$ cat src/rtl/pipe_stage_reg_pkg.sv
// Shared pipeline definitions: stage occupancy states, default stage widths
// and the bubble control value used by every inter-stage register.
package pipe_stage_reg_pkg;

  typedef enum logic [1:0] {
    EMPTY = 2'd0,
    HALF  = 2'd1,
    FULL  = 2'd2
  } stage_state_e;

  localparam int PIPE_DATA_W = 128;
  localparam int PIPE_CTRL_W = 12;
  localparam logic [PIPE_CTRL_W-1:0] PIPE_CTRL_BUBBLE = '0;

  // Saturating 8-bit accumulate used for discarded-beat statistics.
  function automatic logic [7:0] sat_add8(input logic [7:0] a, input logic [1:0] b);
    logic [8:0] s;
    s = {1'b0, a} + {7'b0, b};
    return s[8] ? 8'hFF : s[7:0];
  endfunction

endpackage

$ cat src/rtl/pipe_stage_reg_if.sv
// Valid/ready handshake bundle between a pipeline stage register and its
// upstream producer / downstream consumer.
interface pipe_stage_reg_if
  import pipe_stage_reg_pkg::*;
#(
  parameter int DATA_W = PIPE_DATA_W,
  parameter int CTRL_W = PIPE_CTRL_W
);
  logic              in_valid;
  logic              in_ready;
  logic [CTRL_W-1:0] in_ctrl;
  logic [DATA_W-1:0] in_data;
  logic              out_valid;
  logic              out_ready;
  logic [CTRL_W-1:0] out_ctrl;
  logic [DATA_W-1:0] out_data;

  // master: the environment around the stage (producer + consumer)
  modport master (
    output in_valid, in_ctrl, in_data, out_ready,
    input  in_ready, out_valid, out_ctrl, out_data
  );

  // slave: the stage register itself
  modport slave (
    input  in_valid, in_ctrl, in_data, out_ready,
    output in_ready, out_valid, out_ctrl, out_data
  );
endinterface

$ cat src/rtl/pipe_stage_reg.sv
// Two-entry elastic pipeline register (main + skid) with flush, bubble
// insertion on the control bundle and a saturating dropped-beat counter.
module pipe_stage_reg
  import pipe_stage_reg_pkg::*;
#(
  parameter int                DATA_W      = PIPE_DATA_W,
  parameter int                CTRL_W      = PIPE_CTRL_W,
  parameter logic [CTRL_W-1:0] CTRL_BUBBLE = CTRL_W'(PIPE_CTRL_BUBBLE)
) (
  input  logic              clk,
  input  logic              rst,
  input  logic              flush,
  pipe_stage_reg_if.slave   bus,
  output logic [1:0]        occupancy,
  output logic [7:0]        drop_cnt
);

  stage_state_e      state_q, state_d;
  logic [CTRL_W-1:0] main_ctrl_q, main_ctrl_d, skid_ctrl_q, skid_ctrl_d;
  logic [DATA_W-1:0] main_data_q, main_data_d, skid_data_q, skid_data_d;
  logic [7:0]        drop_q, drop_d;
  logic              ready_en_q;
  logic              push, pop;

  // in_ready comes purely from registers; ready_en_q keeps it low during reset.
  assign bus.in_ready  = ready_en_q && (state_q != FULL);
  assign bus.out_valid = (state_q != EMPTY);
  assign bus.out_ctrl  = bus.out_valid ? main_ctrl_q : CTRL_BUBBLE;
  assign bus.out_data  = main_data_q;
  assign occupancy     = 2'(state_q);
  assign drop_cnt      = drop_q;

  assign push = bus.in_valid & bus.in_ready;
  assign pop  = bus.out_valid & bus.out_ready;

  always_comb begin
    state_d     = state_q;
    main_ctrl_d = main_ctrl_q;
    main_data_d = main_data_q;
    skid_ctrl_d = skid_ctrl_q;
    skid_data_d = skid_data_q;
    drop_d      = drop_q;
    if (flush) begin
      state_d = EMPTY;
      drop_d  = sat_add8(drop_q, occupancy + {1'b0, push});
    end else begin
      case (state_q)
        EMPTY: begin
          if (push) begin
            state_d     = HALF;
            main_ctrl_d = bus.in_ctrl;
            main_data_d = bus.in_data;
          end
        end
        HALF: begin
          case ({push, pop})
            2'b10: begin
              state_d     = FULL;
              skid_ctrl_d = bus.in_ctrl;
              skid_data_d = bus.in_data;
            end
            2'b01: state_d = EMPTY;
            2'b11: begin
              main_ctrl_d = bus.in_ctrl;
              main_data_d = bus.in_data;
            end
            default: state_d = HALF;
          endcase
        end
        FULL: begin
          // Skid entry is older than anything still upstream, so it advances.
          if (pop) begin
            state_d     = HALF;
            main_ctrl_d = skid_ctrl_q;
            main_data_d = skid_data_q;
          end
        end
        default: state_d = EMPTY;
      endcase
    end
  end

  always_ff @(posedge clk or negedge rst) begin
    if (!rst) begin
      state_q     <= EMPTY;
      main_ctrl_q <= '0;
      main_data_q <= '0;
      skid_ctrl_q <= '0;
      skid_data_q <= '0;
      drop_q      <= '0;
      ready_en_q  <= 1'b0;
    end else begin
      state_q     <= state_d;
      main_ctrl_q <= main_ctrl_d;
      main_data_q <= main_data_d;
      skid_ctrl_q <= skid_ctrl_d;
      skid_data_q <= skid_data_d;
      drop_q      <= drop_d;
      ready_en_q  <= 1'b1;
    end
  end

endmodule

$ cat src/flat_wrapper.sv
// flat-port wrapper written by rule: the top's interface ports become plain ports
module pipe_stage_reg_flat import pipe_stage_reg_pkg::*;
#(
  parameter int                DATA_W      = PIPE_DATA_W,
  parameter int                CTRL_W      = PIPE_CTRL_W,
  parameter logic [CTRL_W-1:0] CTRL_BUBBLE = CTRL_W'(PIPE_CTRL_BUBBLE)
)
  (clk, rst, flush, occupancy, drop_cnt, bus_in_valid, bus_in_ctrl, bus_in_data, bus_out_ready, bus_in_ready, bus_out_valid, bus_out_ctrl, bus_out_data);
  pipe_stage_reg_if #(.DATA_W(DATA_W), .CTRL_W(CTRL_W)) bus_i ();
  input  logic clk;
  input  logic rst;
  input  logic flush;
  output logic [1:0] occupancy;
  output logic [7:0] drop_cnt;
  input wire logic [$bits(bus_i.in_valid)-1:0] bus_in_valid;
  input wire logic [$bits(bus_i.in_ctrl)-1:0] bus_in_ctrl;
  input wire logic [$bits(bus_i.in_data)-1:0] bus_in_data;
  input wire logic [$bits(bus_i.out_ready)-1:0] bus_out_ready;
  output wire logic [$bits(bus_i.in_ready)-1:0] bus_in_ready;
  output wire logic [$bits(bus_i.out_valid)-1:0] bus_out_valid;
  output wire logic [$bits(bus_i.out_ctrl)-1:0] bus_out_ctrl;
  output wire logic [$bits(bus_i.out_data)-1:0] bus_out_data;
  assign bus_i.in_valid = bus_in_valid;
  assign bus_i.in_ctrl = bus_in_ctrl;
  assign bus_i.in_data = bus_in_data;
  assign bus_i.out_ready = bus_out_ready;
  assign bus_in_ready = bus_i.in_ready;
  assign bus_out_valid = bus_i.out_valid;
  assign bus_out_ctrl = bus_i.out_ctrl;
  assign bus_out_data = bus_i.out_data;
  pipe_stage_reg #(.DATA_W(DATA_W), .CTRL_W(CTRL_W), .CTRL_BUBBLE(CTRL_BUBBLE)) u_core (.clk(clk), .rst(rst), .flush(flush), .bus(bus_i), .occupancy(occupancy), .drop_cnt(drop_cnt));
endmodule
$ cat config.mk
export PLATFORM = sky130hd
export DESIGN_NAME = pipe_stage_reg_flat
export DESIGN_NICKNAME = d
export VERILOG_FILES = /design/src/rtl/pipe_stage_reg_pkg.sv /design/src/rtl/pipe_stage_reg_if.sv /design/src/rtl/pipe_stage_reg.sv /design/src/flat_wrapper.sv
export SDC_FILE = /design/constraint.sdc
export NUM_CORES = 1
export LEC_CHECK = 0
export CORE_UTILIZATION = 25
export DETAILED_ROUTE_END_ITERATION = 10
export GPL_TIMING_DRIVEN = 0
export PLACE_DENSITY = 0.54
export SYNTH_ARGS = -nofsm -noshare
export SYNTH_HDL_FRONTEND = slang
export SYNTH_SLANG_ARGS = --single-unit
$ cat constraint.sdc
create_clock -name clk -period 4.01 [get_ports clk]
set_clock_uncertainty 0.1 [all_clocks]
set_input_delay 0.802 -clock clk [delete_from_list [all_inputs] [get_ports clk]]
set_output_delay 0.802 -clock clk [all_outputs]
set_load 0.01 [all_outputs]
==> impl_metrics.toml <==
[logic_synthesis]
synthTopCellsByArea = "dfrtp_1 55%, mux2_2 25%, mux2_4 7.6%"
synth_cells = 831
synth_seq_cells = 291
syn_area_sq_um = 13200
syn_avg_cell_area_sq_um = 15.8
yosys_warnings = 0
synth_seq_area_share = 0.553
ys.flop_type = "dfrtp_1"
synth_top_area_frac = 0.553
synth-async-reset-ratio = 1.00
synth_area_leader_cell = "dfrtp_1"
synthesis.nets = 983
synthTopCellsByCount = "291 x dfrtp_1, 291 x mux2_2, 67 x mux2_4, 63 x mux2_1, 18 x buf_2"
synth_edf_count = 0
synth_cell_types = 34

[die]
start_util = 0.255
ioPinCount = 297
fp.dieW_microns = 231
dieArea_sq_um = 53600
core_sq_um = 51600
rows = 83
die_h_microns = 231

[sta]
hold_violations = 0
fin_crit_ns = 3.65
setup_viol = 0
worstMarginPinSlew_ns = 0.685
worst_slack_ns = 0.364
max_slew_margin = 0.544
fmax_mhz = 274
period_share = 0.909
rsz0062_at_grt = "false"
final_max_slew_viol_count = 0

[global_route]
grt_max_degree = 111
grt_pass1_vias = 8624
grt_usage = 0.127
grt_pass1_wl_microns = 52200
antenna_found_initial = 3
gr-total-overflow = 0

[detailed_routing]
routedWlPerCell_microns = 17.9
routed_via_density = 4.24
route.detailed.drc = 0
detail-route-antenna-nets = 0
dr.pass1.iters = 4
drt_iter0_drc = 270
vias = 7932
drt_wl_total_microns = 33500

[clock_network]
insertion_delay_ns = 0.53
cts.reportedPaths.clkPinSlew_ns = 0.06
htree_levels = 2
clock-sinks = 291
cts_buffer_depth = 3
root_buffer = "clkbuf_16"
ctsResizeCount = 0
post_cts_buffers = 0
cts_buffers = 37
hold_buffers = 0
cts_tree = "built"

[setup_path]
cp-end-kind = "flop"
cp.required_ns = 4.31
arrival_ns = 3.95
crit_fanout = 10
worstSetupStartpointType = "flop"
criticalPathCategory = "reg -> reg"

[placed_design]
dpl.hpwl_microns = 23000
portBuffers = 296
dp_slack_ns = 0.0821
dpl_cell_area_sq_um = 17000
gp_congestion = 0.729

[cells_and_area]
multi_input_area_sq_um = 5470
final_area_sq_um = 18200
area_delta_synth_final_pct = 38.2
layout-drive-gt1-share = 0.389
post-route-util = 0.352
fin_nets = 1320
nFillCells = 5013
antennaDiodeCount = 0
regArea_sq_um = 7280

[pwr]
power_leakage_nw = 7.67
p_per_area_nw_per_um2 = 547
ir_worst_vdd_v = 0.000376

[worst_hold_path]
min_path_type = "in -> async"

[outcome]
status = "finished clean"

[flow_run]
maxCapViolCount = 0
==> cell usage in the layout (no fill, tap or decap), types with 3 or more instances in the layout <==
| cell | instances |
|---|---|
| clkdlybuf4s50_1 | 295 |
| mux2_2 | 291 |
| dfrtp_1 | 291 |
| mux2_4 | 67 |
| mux2_1 | 63 |
| clkbuf_16 | 37 |
| buf_2 | 18 |
| nor2b_1 | 15 |
| buf_6 | 15 |
| clkbuf_1 | 12 |
| buf_4 | 10 |
| nand2_1 | 9 |
| clkbuf_8 | 7 |
| ha_1 | 6 |
| a21oi_1 | 5 |
| buf_8 | 5 |
| clkinv_2 | 5 |
| nor2_1 | 3 |
| or3_1 | 3 |
| o21ai_0 | 3 |
==> power by group <==
group | internal, W | switching, W | leakage [nW]
logic | 0.00165 | 0.000868 | 3.54
clock network | 0.00195 | 0.00126 | 0.570
registers | 0.00377 | 0.000435 | 3.56
==> worst paths after layout <==
path / start / end / slack [ns] / cells after the start
setup / recovery: u_core.occupancy[1] / u_core.bus.out_data[42] / 0.36 / 12
hold / removal: rst / u_core.bus.out_data[86] / 0.16 / 1
setup reg to reg: u_core.occupancy[1] / u_core.bus.out_data[42] / 0.36 / 12
hold reg to reg: u_core.bus.out_data[59] / u_core.bus.out_data[59] / 0.38 / 1
max in group asynchronous: rst / u_core.bus.out_data[42] / 2.59 / 2
min in group clk: u_core.bus.out_data[59] / u_core.bus.out_data[59] / 0.38 / 1
==> logic make-up after synthesis <==
kind of cell    after synthesis  synth area share
simple gates                 42            0.0193
xor+xnor                      2           0.00133
buf+inv                      52            0.0314
mux                         423             0.381
fa+ha+maj                     7           0.00722
other cells                   1          0.000285
compound gates               13           0.00637
flops                       291             0.553
==> through the flow <==
step	power, W	instances	TNS (ns)	hold slack (ns)
6_report	0.00994	1871	0	0.160
4_1_cts	0.0102	1871	0	0.169
5_1_grt	0.0105	1871	0	0.195
3_3_place_gp	0.00677	1807	-3442.11	0.370
3_5_place_dp	0.00683	1809	0	0.377
2_1_floorplan	0.00544	831	0	0.373
==> sequential cells by signal (all words and copies together) (netlist names) <==
| name | cells |
|---|---|
| u_core.skid_data_q | 128 |
| u_core.ready_en_q | 1 |
| u_core.drop_cnt | 8 |
| u_core.occupancy | 2 |
| u_core.bus.out_data | 128 |
| u_core.main_ctrl_q | 12 |
| u_core.skid_ctrl_q | 12 |
==> worst max-delay path: stages, from the launching register on <==
cell and delay [ns]:
dfrtp_1 0.38, buf_2 0.17, nor2b_1 0.14, buf_2 0.23, buf_6 0.21, buf_6 0.16, nor2_1 0.29, ha_1 0.25
nand2b_1 0.08, a221oi_2 0.60, buf_6 0.34, buf_6 0.21, mux2_2 0.34
==> layout make-up <==
class                           count  area share
Multi-Input combinational cell    488       0.301
Tap cell                          680      0.0468
Sequential cell                   291       0.400
Clock buffer                       54      0.0583
Clock inverter                      8     0.00516
Inverter                            2    0.000413
Buffer                             50      0.0224
Timing Repair Buffer              298       0.166
==> routing by layer <==
layer,up-vias,global-route usage,part of all wire
li1,3671,-,-
met1,3987,0.165,0.45
met2,212,0.195,0.44
met3,56,0.0460,0.084
met4,6,0.0389,0.022
met5,-,0,0.00089
Power figures use the tool's default switching activity.
